<file path="src/rtl/uart_rx.sv">
// 8N1 UART receiver with a mid-bit sampling FSM, sticky error flags and a
// single-entry output register cleared by a core-side strobe.
module uart_rx #(
   parameter int CLKS_PER_BIT = 434
) (
   input  logic       clk,
   input  logic       rst,
   input  logic       uart_rx_in,
   input  logic       rx_clr,
   output logic [7:0] rx_data,
   output logic       rx_valid,
   output logic       rx_overrun,
   output logic       rx_frame_err,
   output logic       rx_busy
);

   typedef enum logic [2:0] {IDLE, START, DATA, STOP, BREAK} state_t;

   localparam logic [15:0] HALF_LAST = 16'(CLKS_PER_BIT / 2 - 1);
   localparam logic [15:0] BIT_LAST  = 16'(CLKS_PER_BIT - 1);

   state_t      state;
   logic        sync1;
   logic        rx_s;
   logic [15:0] cnt;
   logic [2:0]  bit_idx;
   logic [7:0]  shift;
   logic        stop_ok;
   logic        load;
   logic        ferr_set;

   // stop_ok delays the byte load by one clock after a good stop sample
   assign load     = (state == STOP) && stop_ok;
   assign ferr_set = (state == STOP) && !stop_ok && (cnt == BIT_LAST) && !rx_s;

   always_ff @(posedge clk or negedge rst) begin
      if (!rst) begin
         sync1        <= 1'b1;
         rx_s         <= 1'b1;
         state        <= IDLE;
         cnt          <= '0;
         bit_idx      <= '0;
         shift        <= '0;
         stop_ok      <= 1'b0;
         rx_busy      <= 1'b0;
         rx_data      <= 8'h00;
         rx_valid     <= 1'b0;
         rx_overrun   <= 1'b0;
         rx_frame_err <= 1'b0;
      end else begin
         sync1 <= uart_rx_in;
         rx_s  <= sync1;

         case (state)
            IDLE: begin
               if (!rx_s) begin
                  state   <= START;
                  cnt     <= '0;
                  bit_idx <= '0;
                  rx_busy <= 1'b1;
               end
            end
            START: begin
               if (cnt == HALF_LAST) begin
                  cnt <= '0;
                  if (!rx_s) begin
                     state <= DATA;
                  end else begin
                     state   <= IDLE;
                     rx_busy <= 1'b0;
                  end
               end else begin
                  cnt <= cnt + 16'd1;
               end
            end
            DATA: begin
               if (cnt == BIT_LAST) begin
                  cnt            <= '0;
                  shift[bit_idx] <= rx_s;
                  if (bit_idx == 3'd7) begin
                     state <= STOP;
                  end else begin
                     bit_idx <= bit_idx + 3'd1;
                  end
               end else begin
                  cnt <= cnt + 16'd1;
               end
            end
            STOP: begin
               if (stop_ok) begin
                  stop_ok <= 1'b0;
                  state   <= IDLE;
                  rx_busy <= 1'b0;
               end else if (cnt == BIT_LAST) begin
                  cnt <= '0;
                  if (rx_s) begin
                     stop_ok <= 1'b1;
                  end else begin
                     state <= BREAK;
                  end
               end else begin
                  cnt <= cnt + 16'd1;
               end
            end
            BREAK: begin
               if (rx_s) begin
                  state   <= IDLE;
                  rx_busy <= 1'b0;
               end
            end
            default: begin
               state   <= IDLE;
               rx_busy <= 1'b0;
            end
         endcase

         // A load always wins over rx_clr; a clear in the same cycle means the
         // previous byte was consumed, so no overrun is reported.
         if (load) begin
            rx_data    <= shift;
            rx_valid   <= 1'b1;
            rx_overrun <= !rx_clr && (rx_overrun || rx_valid);
         end else if (rx_clr) begin
            rx_valid   <= 1'b0;
            rx_overrun <= 1'b0;
         end

         if (ferr_set) begin
            rx_frame_err <= 1'b1;
         end else if (rx_clr) begin
            rx_frame_err <= 1'b0;
         end
      end
   end

endmodule

</file>
<file path="config.mk">
export PLATFORM = sky130hd
export DESIGN_NAME = uart_rx
export DESIGN_NICKNAME = d
export VERILOG_FILES = /design/src/rtl/uart_rx.sv
export SDC_FILE = /design/constraint.sdc
export NUM_CORES = 1
export LEC_CHECK = 0
export BUFFER_PORTS_ARGS = -buffer_cell sky130_fd_sc_hd__buf_2
export CAP_MARGIN = 20
export CORE_ASPECT_RATIO = 1.75
export CORE_MARGIN = 2
export CORE_UTILIZATION = 40
export DETAILED_ROUTE_END_ITERATION = 6
export PLACE_DENSITY = 0.53
export SKIP_LAST_GASP = 1
export SLEW_MARGIN = 30
export SYNTH_ARGS = -nofsm -noshare
export SYNTH_HDL_FRONTEND = slang
export SYNTH_SLANG_ARGS = --single-unit
</file>
<file path="constraint.sdc">
create_clock -name clk -period 7.25 [get_ports clk]
set_input_delay 1.45 -clock clk [delete_from_list [all_inputs] [get_ports clk]]
set_output_delay 1.45 -clock clk [all_outputs]
set_load 0.005 [all_outputs]
</file>
==> summary.md, run 1 <==
| Metric | Value |
|---|---|
| Outcome | `finished, final reports clean` |
| Filler cells | `570` |
| Via density | `~5.6` |
| DRT antenna net count | `0` |
| Worst r2r src | `cnt[9]` |
| Post-Syn Area per Cell | `10.3 um2` |
| Unrepaired setup endpoints after global routing | `no` |
| Max IR drop VDD | `0.0915 mV` |
| Total track usage | `0.168` |
| Worst-Margin Slew | `roughly 740 ps` |
| Arrival time worst endpoint | `between 3000 and 4000 ps` |
| Crit-path max FO | `18` |
| Setup Crit Path Kind | `reg2reg` |
| #FFs+latches synth | `45` |
| Most used DFF post-synth | `dfrtp_1` |
| Post-synth ARST share | `1.00` |
| Clk sinks | `45` |
| Initial Utilization | `0.415` |
| Final-report max-slew violation count | `0` |
| Required time worst endpoint | `approximately 7400 ps` |
| Num CTS Buffers | `5` |
| Row count | `36` |
| I/O pin total | `16` |
| Buffers on Ports | `15` |
| Fin. Hold Viols | `0` |
| Seq/Total Area, Yosys | `0.491` |
| CP endpoint kind | `flop` |
| CTS tree | `yes` |
| Core ar. | `about 0.0055 mm2` |
| First-pass GRT wire length | `between 8 and 9 mm` |
| Post-synth cell types | `43` |
| Iter 0 DRT Violations | `63` |
| Final worst-path cycle share | `0.459` |
| Vias in the first global route | `around 1700` |
| Tmin final | `approximately 3300 ps` |
| Post-Synthesis Cells | `approximately 220` |
| Most common cell after layout, fill and taps aside | `dfrtp_1` |
| Setup Skew | `8.98 ps` |
| Post-CTS Repair Setup Buffers | `0` |
| CP max stage delay | `around 800 ps` |
| Die ar. | `0.00639 mm2` |
| Crit-path most repeated cell | `or4_1` |
| Max-slew headroom | `0.504` |
| Worst R2R Setup Slack | `just under 4000 ps` |
| Post-synth EDFFs | `0` |
| DRC | `0` |
| DP HPWL | `roughly 3.4 mm` |
| Clk buf depth | `2` |
| FMAX | `~300 MHz` |
| Synth warnings | `0` |
| Critical path cell sequence | `or4_1, or4_1, a2bb2oi_2, nor2_1, a221o_1` |
| Hold slack | `358 ps` |
| Clock latency on the worst-skew pair | `about 300 ps` |
| Initial antenna violation count | `0` |
| Final setup margin | `between 3000 and 4000 ps` |
| Count of nets after finishing | `roughly 240` |
| Setup TNS | `0 ps` |
| DR WL/cell | `roughly 16 um` |
| Max-cap viol count | `0` |
| Syn nets | `roughly 230` |
| Clk slew on worst S/H paths | `approximately 90 ps` |
| Power per cell area | `between 150 and 200 mW/mm2` |
| GRT overflow | `0` |
| Die Width | `slightly above 60 um` |
| Vias | `between 1500 and 2000` |
| Post-CTS sizing | `0` |
| CP bufs+invs | `0` |
| H-tree Lvls | `2` |
| Min-delay src | `sync1` |
| Gpl congestion | `between 0.7 and 0.8` |
| Top delay family on crit path | `simple AND/OR/NAND/NOR gates` |
| # setup viols final | `0` |
| Crit start category | `flop` |
| Synth-to-layout area growth | `10.3%` |
| Post-cts hold buffer count | `0` |
| TritonRoute pass-1 iters | `4` |
| Largest net degree at the start of global routing | `46` |
| Diodes inserted | `0` |
| Root Buffer | `clkbuf_8` |
| HP Class | `reg2reg` |
| Commonest non-fill, non-tap cells in the layout | `43 x dfrtp_1, 22 x nor2_1, 18 x mux2_2, 14 x buf_2, 13 x o21ai_0` |
| Final WL | `4.82 mm` |
| Chip Height | `around 100 um` |
| Share of layout cells above drive strength 1 | `0.196` |
| Worst slack at placement | `slightly below 4000 ps` |
| Slowest stage cell, crit path | `or4_1` |
| Start point of the critical path | `cnt[9]` |
| Synthesized area | `between 0.002 and 0.0025 mm2` |
| LEAKAGE | `roughly 1.2 nW` |
worst register-to-register path, delay by kind of cell, from the launching register on:
kind | cells | cell delay (ps)
compound gates | 2 | 1060
flops | 1 | 440
simple gates | 3 | 1700
through the flow:
| step | total power [mW] | cells | cell area, um2 | util |
|---|---|---|---|---|
| 6_report | 0.432 | 311 | 2530 | 0.458 |
| 5_1_grt | 0.451 | 311 | 2530 | 0.458 |
| 4_1_cts | 0.438 | 311 | 2530 | 0.458 |
| 3_5_place_dp | 0.265 | 303 | 2430 | 0.439 |
| 3_3_place_gp | 0.265 | 303 | 2430 | 0.439 |
| 2_1_floorplan | 0.259 | 222 | 2300 | - |
where the power goes:
part / internal, mW / switching, mW / total, mW
clock: 0.0862 / 0.0856 / 0.172
combinational: 0.00126 / 0.00543 / 0.00669
sequential: 0.252 / 0.00149 / 0.253
final cells by class:
cell class                 instances  area [um2]  area share
tap                               76        95.1      0.0375
clock buffer                       7        96.3      0.0380
inverter                           6        22.5     0.00888
timing repair buffer              16        85.1      0.0336
sequential                        45        1130       0.445
multi-input combinational        160        1100       0.435
clock inverter                     1        5.00     0.00197
layer usage:
layer,global-route usage,share of wire,vias to the layer above
li1,-,-,842
met1,0.197,0.41,885
met2,0.287,0.55,20
met3,0.0261,0.017,9
met4,0.0730,0.027,0
met5,0,0,-
Yosys cell counts (all sizes together) (2+ instances only):
master	instances	area (um2)
a221o	3	30.0
dfrtp	43	1080
o211ai	2	15.0
or3	3	18.8
clkbuf	9	33.8
nor4	8	50.1
nand2	12	45.0
or4	4	30.0
nand3	8	40.0
o31ai	3	22.5
a2111oi	2	23.8
and3	4	25.0
a22o	8	70.1
a211o	2	17.5
inv	6	22.5
nor2	22	82.6
nand4	2	12.5
dfstp	2	52.6
buf	2	10.0
nor2b	6	37.5
nand2b	7	43.8
o21ai	13	65.1
mux2	18	203
a21oi	2	10.0
o21a	2	15.0
nor3	9	45.0
ha	5	62.6
state kept, by name, summed over array words and instances, names as in the netlist:
| register | cells |
|---|---|
| rx_data | 8 |
| rx_busy | 1 |
| rx_valid | 1 |
| shift | 8 |
| rx_s | 1 |
| stop_ok | 1 |
| cnt | 16 |
| rx_frame_err | 1 |
| state | 3 |
| rx_overrun | 1 |
| bit_idx | 3 |
| sync1 | 1 |
worst paths after layout:
kind,cells after the start,to
worst min-delay path,0,rx_s
worst min register to register,0,rx_s
worst max register to register,5,cnt[15]
worst max-delay path,5,cnt[15]
max in group asynchronous,1,cnt[3]
min in group asynchronous,1,state[1]
logic make-up (layout without fill, tap and decap cells):
family | after synthesis | count (layout) | share of synthesized area
DFF | 45 | 45 | 0.491
AOI/OAI and AO/OA | 43 | 43 | 0.142
adders and majority gates | 5 | 5 | 0.0272
and+or+nand+nor | 92 | 92 | 0.215
muxes | 19 | 19 | 0.0926
xor gates and xnor gates | 1 | 1 | 0.00381
buffers and inverters | 17 | 30 | 0.0289
(Power assumes the default switching activity.)
==> run 2, diff against run 1 <==
--- a/config.mk
+++ b/config.mk
@@ -5,6 +5,7 @@
 export SDC_FILE = /design/constraint.sdc
 export NUM_CORES = 1
 export LEC_CHECK = 0
+export ABC_AREA = 1
 export BUFFER_PORTS_ARGS = -buffer_cell sky130_fd_sc_hd__buf_2
 export CAP_MARGIN = 20
 export CORE_ASPECT_RATIO = 1.75
==> constraint.sdc (replaced) <==
create_clock -name clk -period 3.1 [get_ports clk]
set_input_delay 0.62 -clock clk [delete_from_list [all_inputs] [get_ports clk]]
set_output_delay 0.62 -clock clk [all_outputs]
set_load 0.005 [all_outputs]
==> run 2 against run 1 <==
Total power rose by 140%. Area after synthesis rose by 5.8%. Final area rose by 6.0%. Critical endpoint is now cnt[2]. Via count rose by 11%.
==> summary.md, run 2 <==
| Metric | Value |
|---|---|
| Share of layout cells above drive strength 1 | `0.183` |
| CP bufs+invs | `2` |
| Ranking of synthesized cells by area | `dfrtp_1 44%, nand2_1 12%, nor2_1 6.6%` |
| DRC | `0` |
| Register area | `approximately 0.0011 mm2` |
| Iter 0 DRT Violations | `125` |
| #FFs+latches synth | `45` |
| Hold slack | `293 ps` |
| Gpl congestion | `0.880` |
| Footprint of the multi-input gates | `approximately 0.0011 mm2` |
| Worst slack at placement | `1380 ps` |
| DR WL/cell | `between 10 and 15 um` |
| DP HPWL | `4.13 mm` |
| Top post-synthesis cells by count | `80 x nand2_1, 43 x dfrtp_1, 43 x nor2_1, 29 x inv_1, 23 x nand3_1` |
| Synth-to-layout area growth | `10.6%` |
| Diodes inserted | `0` |
| Fin. Hold Viols | `0` |
| Initial Utilization | `0.413` |
| Final WL | `roughly 5.4 mm` |
| Biggest regs | `cnt (16), rx_data (8), shift (8)` |
| Biggest register | `cnt` |
| Cell accounting for the most synthesized area | `dfrtp_1` |
| Final setup margin | `between 1000 and 1500 ps` |
| Final worst-path cycle share | `0.555` |
| Post-synth cell types | `31` |
| Post-cts hold buffer count | `0` |
| GRT overflow | `0` |
| Post-synth EDFFs | `0` |
| LEAKAGE | `around 1.3 nW` |
| Count of nets after finishing | `between 300 and 400` |
| Commonest non-fill, non-tap cells in the layout | `80 x nand2_1, 43 x nor2_1, 43 x dfrtp_1, 29 x inv_1, 23 x nand3_1` |
| Arrival time worst endpoint | `between 1500 and 2000 ps` |
| Final-report max-slew violation count | `0` |
| Row count | `37` |
| HP Class | `in2async` |
| Vias | `1942` |
| Total track usage | `0.179` |
| Fin util | `0.457` |
| Clock latency on the worst-skew pair | `roughly 290 ps` |
| Dominant cell by count in the synthesized netlist | `nand2_1` |
| Post-Syn Area per Cell | `roughly 8.0 um2` |
| DRT antenna net count | `0` |
| Required time worst endpoint | `3320 ps` |
| Seq/Total Area, Yosys | `0.464` |
| Largest register FFs | `16` |
| Initial antenna violation count | `0` |
| # setup viols final | `0` |
| Post-CTS sizing | `0` |
| CP max stage delay | `420 ps` |
| Setup TNS | `0 ps` |
| FF-to-FF End | `cnt[2]` |
| Die ar. | `around 0.0067 mm2` |
| Crit-path most repeated cell | `nand2_1` |
| Synthesized area | `~0.0024 mm2` |
| Crit start category | `flop` |
| Synth warnings | `0` |
| Power per cell area | `just under 400 mW/mm2` |
| CTS tree | `yes` |
| Clk buf depth | `2` |
| Critical path cell sequence | `inv_2, nand2_4, nor2_1, nand2_2, nand3_4, inv_4, nand2_1, nand2_1, a21boi_1` |
| Vias in the first global route | `between 2000 and 2500` |
| Worst-Margin Slew | `569 ps` |
| Filler cells | `about 620` |
| Post-synth top area share | `0.443` |
| Syn nets | `312` |
| Tmin final | `around 1700 ps` |
| Via density | `4.86` |
| FMAX | `~580 MHz` |
| Post-synth ARST share | `1.00` |
| Final Non-Filler Cells | `400` |
| Worst R2R Setup Slack | `1380 ps` |
| Max IR drop VDD | `approximately 0.26 mV` |
| Setup Crit Path Kind | `reg2reg` |
| First-pass GRT wire length | `around 9.4 mm` |
| Most common cell after layout, fill and taps aside | `nand2_1` |
| Worst r2r src | `state[2]` |
| Clk sinks | `45` |
| Chip Height | `between 100 and 150 um` |
| Post-CTS Repair Setup Buffers | `0` |
| Most used DFF post-synth | `dfrtp_1` |
| I/O pin total | `16` |
| Outcome | `finished, final reports clean` |
| Root Buffer | `clkbuf_8` |
| Crit-path max FO | `14` |
| Max-slew headroom | `0.621` |
| Max-cap viol count | `0` |
| CP endpoint kind | `flop` |
| Clk slew on worst S/H paths | `~90 ps` |
| Buffers on Ports | `15` |
| Core ar. | `approximately 0.0059 mm2` |
| Largest net degree at the start of global routing | `46` |
| Post-Synthesis Cells | `303` |
| TritonRoute pass-1 iters | `4` |
| Placed cells | `392` |
| R2R cell count | `9` |
| Num CTS Buffers | `5` |
| Top delay family on crit path | `simple AND/OR/NAND/NOR gates` |
| Slowest stage cell, crit path | `dfrtp_1` |
| Setup Skew | `6.46 ps` |
| Die Width | `around 63 um` |
| Unrepaired setup endpoints after global routing | `no` |
| H-tree Lvls | `2` |
run 2: cell count changes after synthesis, moves of 7 or more:
cell and change:
clkbuf_1 -8, inv_1 +23, nor4_1 -8, nand3_1 +15, nand2b_1 -7, o21ai_0 -7, nor2_1 +21, mux2_2 -10
a22o_1 -8, nand2_1 +68, o21ai_1 +18
run 2: report_power, final:
part,switching [mW],total [mW],internal [mW]
combinational,0.0147,0.0171,0.00236
sequential,0.00123,0.590,0.589
clock,0.209,0.450,0.241
total,0.225,1.06,0.833
run 2: kinds of logic after synthesis:
group	synth area share
multiplexers	0.0371
AND/OR/NAND/NOR	0.319
flip-flops	0.464
adder cells (fa/ha/maj)	0.0257
AO/OA/AOI/OAI	0.0669
buffers and inverters	0.0690
XOR/XNOR	0.0180
run 2: worst max-delay path by stage:
| stage | cells past startpoint | startpoint | slack (ps) | to |
|---|---|---|---|---|
| 5_1_grt | 8 | cnt[0] | 1210 | cnt[10] |
| 4_1_cts | 9 | state[2] | 1350 | cnt[2] |
| 3_3_place_gp | 9 | state[2] | 1360 | cnt[2] |
| 6_report | 9 | state[2] | 1380 | cnt[2] |
| 3_5_place_dp | 8 | state[2] | 1380 | cnt[4] |
| 2_1_floorplan | 9 | cnt[1] | 1680 | cnt[10] |
run 2: per-layer routing:
layer / track usage / routed length, um
met5: 0 / 0
met4: 0.0857 / 142
met3: 0.0241 / 113
met2: 0.355 / 3160
met1: 0.178 / 2020
run 2: through the flow:
stage / area (um2) / total power, mW
final: 2690 / 1.06
after global routing: 2690 / 1.10
after CTS: 2690 / 1.08
after detailed placement: 2570 / 0.620
after global placement: 2570 / 0.620
after floorplan: 2430 / 0.605
run 2: area by class of cell:
cell class | instances | share of cell area
multi-input cells | 219 | 0.422
flip-flops and latches | 45 | 0.420
inverters | 35 | 0.0498
well taps | 78 | 0.0363
repair buffers | 15 | 0.0289
clock buffers | 5 | 0.0256
clock inverters | 3 | 0.0172
==> run 3, diff against run 2 <==
--- a/config.mk
+++ b/config.mk
@@ -5,14 +5,14 @@
 export SDC_FILE = /design/constraint.sdc
 export NUM_CORES = 1
 export LEC_CHECK = 0
-export ABC_AREA = 1
+export ABC_AREA = 0
 export BUFFER_PORTS_ARGS = -buffer_cell sky130_fd_sc_hd__buf_2
 export CAP_MARGIN = 20
 export CORE_ASPECT_RATIO = 1.75
 export CORE_MARGIN = 2
 export CORE_UTILIZATION = 40
 export DETAILED_ROUTE_END_ITERATION = 6
-export PLACE_DENSITY = 0.53
+export PLACE_DENSITY = 0.55
 export SKIP_LAST_GASP = 1
 export SLEW_MARGIN = 30
 export SYNTH_ARGS = -nofsm -noshare
==> constraint.sdc (replaced) <==
create_clock -name clk -period 1.49 [get_ports clk]
set_input_delay 0.298 -clock clk [delete_from_list [all_inputs] [get_ports clk]]
set_output_delay 0.298 -clock clk [all_outputs]
set_load 0.005 [all_outputs]
==> run 3 against run 2 <==
The flow now finishes with violations (negative setup slack). Clock skew is 0.55 ps higher. Count of clock-buffer cells in the layout is 2 higher. Clock power is 110% higher.
==> summary.md, run 3 (synthesis results as in run 1) <==
| Metric | Value |
|---|---|
| Outcome | `finished with violations` |
| Failing checks | `negative setup slack` |
| Hold slack | `91.3 ps` |
| Tmin final | `around 2500 ps` |
| CP endpoint kind | `flop` |
| Clk pwr share | `0.427` |
| Required time worst endpoint | `1660 ps` |
| Final setup margin | `-985 ps` |
| Worst R2R Setup Slack | `-990 ps` |
| R2R cell count | `7` |
| H-tree Lvls | `2` |
| Final-report max-slew violation count | `0` |
| Crit-path max FO | `6` |
| Fin. Hold Viols | `0` |
| Top delay family on crit path | `simple AND/OR/NAND/NOR gates` |
| TritonRoute pass-1 iters | `4` |
| Internal power | `between 1.5 and 2 mW` |
| Commonest non-fill, non-tap cells in the layout | `64 x buf_4, 42 x dfrtp_1, 21 x nor2_1, 16 x mux2_2, 15 x buf_2` |
| Buffers on Ports | `15` |
| Critical path cell sequence | `or4_4, or4_4, buf_6, buf_6, o21ai_4, nor2_1, or3_1` |
| Clk slew on worst S/H paths | `roughly 80 ps` |
| Hold Path Sink | `sync1` |
| Crit start category | `flop` |
| Final worst-path cycle share | `1.66` |
| Core ar. | `0.00554 mm2` |
| Net Sw Frac | `0.198` |
| Gpl congestion | `between 0.8 and 0.9` |
| Die ar. | `0.00639 mm2` |
| Root Buffer | `clkbuf_8` |
| Total track usage | `0.191` |
| Row count | `36` |
| First-pass GRT wire length | `9.28 mm` |
| CP bufs+invs | `2` |
| Setup Skew | `about 7 ps` |
| # setup viols final | `33` |
| Initial antenna violation count | `0` |
| Max-slew headroom | `0.750` |
| FMAX | `slightly above 400 MHz` |
| DRT antenna net count | `0` |
| Max-cap viol count | `0` |
| Via density | `around 5.4` |
| Largest net degree at the start of global routing | `34` |
| Min-delay src | `uart_rx_in` |
| Sw Pwr | `~0.44 mW` |
| Placed cells | `roughly 360` |
| Vias in the first global route | `about 2100` |
| Num CTS Buffers | `5` |
| DR WL/cell | `14.9 um` |
| Chip Height | `104 um` |
| Slowest stage cell, crit path | `or4_4` |
| Biggest register | `cnt` |
| Arrival time worst endpoint | `2650 ps` |
| DRC | `0` |
| Final WL | `roughly 5.8 mm` |
| Initial Utilization | `0.415` |
| Worst slack at placement | `-1020 ps` |
| CTS tree | `yes` |
| Power per cell area | `652 mW/mm2` |
| Worst r2r src | `cnt[13]` |
| I/O pin total | `16` |
| Final Non-Filler Cells | `386` |
| Iter 0 DRT Violations | `102` |
| GRT overflow | `0` |
| Clock latency on the worst-skew pair | `approximately 300 ps` |
| Most common cell after layout, fill and taps aside | `buf_4` |
| Biggest regs | `cnt (16), rx_data (8), shift (8)` |
| Clk buf depth | `2` |
| Unrepaired setup endpoints after global routing | `yes` |
| HP Class | `in2reg` |
| Gate power share | `0.023` |
| Diodes inserted | `0` |
| CP max stage delay | `630 ps` |
| Synth-to-layout area growth | `48.9%` |
| Vias | `2068` |
| Share of layout cells above drive strength 1 | `0.490` |
| Worst hold stages | `1` |
| Max IR drop VDD | `approximately 0.37 mV` |
| Seq pwr share | `0.550` |
| Largest register FFs | `16` |
| Count of nets after finishing | `318` |
| Filler cells | `476` |
| LEAKAGE | `approximately 1.6 nW` |
| DP HPWL | `3.92 mm` |
| Die Width | `61.3 um` |
| Clk sinks | `45` |
| Setup Crit Path Kind | `reg2reg` |
| Worst-Margin Slew | `366 ps` |
| FF-to-FF End | `state[0]` |
==> run 3: timing repair <==
| action | 4_1_cts | 5_1_grt |
|---|---|---|
| hold buffers | 1 | 0 |
| hold endpoints to repair | 10 | 0 |
| pin swaps | 6 | 17 |
| setup endpoints to repair | 43 | 40 |
| buffers inserted | 3 | 12 |
| gates cloned | 1 | 2 |
| resized for setup | 35 | 26 |
==> run 3: per-stage QoR <==
stage	instance area (um2)	util	total power, mW	TNS (ps)
floorplan	2350	-	1.26	-26820
global placement	2940	0.531	1.30	-29010
detailed placement	2940	0.531	1.30	-29810
CTS	3250	0.587	2.26	-28980
global route	3420	0.617	2.34	-30820
finish	3420	0.617	2.23	-28880
==> run 3: power by group through the flow <==
| stage | clock [mW] | sequential, mW | combinational, mW |
|---|---|---|---|
| after floorplan | 0 | 1.25 | 0.00934 |
| after global placement | 0 | 1.25 | 0.0487 |
| after detailed placement | 0 | 1.25 | 0.0490 |
| after CTS | 0.982 | 1.23 | 0.0529 |
| after global routing | 1.05 | 1.23 | 0.0585 |
| final | 0.952 | 1.23 | 0.0506 |
==> run 3: how the worst max path moves through the flow <==
stage	endpoint	cells after the start	slack [ps]	from
6_report	state[0]	7	-990	cnt[13]
5_1_grt	state[0]	7	-1060	cnt[13]
4_1_cts	state[0]	6	-1000	cnt[6]
3_5_place_dp	shift[1]	6	-1020	cnt[15]
3_3_place_gp	shift[1]	6	-980	cnt[15]
2_1_floorplan	state[0]	6	-920	cnt[13]
==> run 3: routing by layer <==
metal / track usage / up-vias / part of all wire
met5: 0 / - / 0
li1: - / 999 / -
met1: 0.201 / 1010 / 0.35
met2: 0.340 / 42 / 0.58
met3: 0.0274 / 17 / 0.026
met4: 0.101 / 0 / 0.041
==> run 3: cell type report <==
class                      count  area [um2]  area share
clock inverter                 1        30.0     0.00878
sequential                    45        1130       0.330
inverter                       6        22.5     0.00658
timing repair buffer          90         713       0.208
multi-input combinational    161        1340       0.393
tap                           76        95.1      0.0278
clock buffer                   7        86.3      0.0252
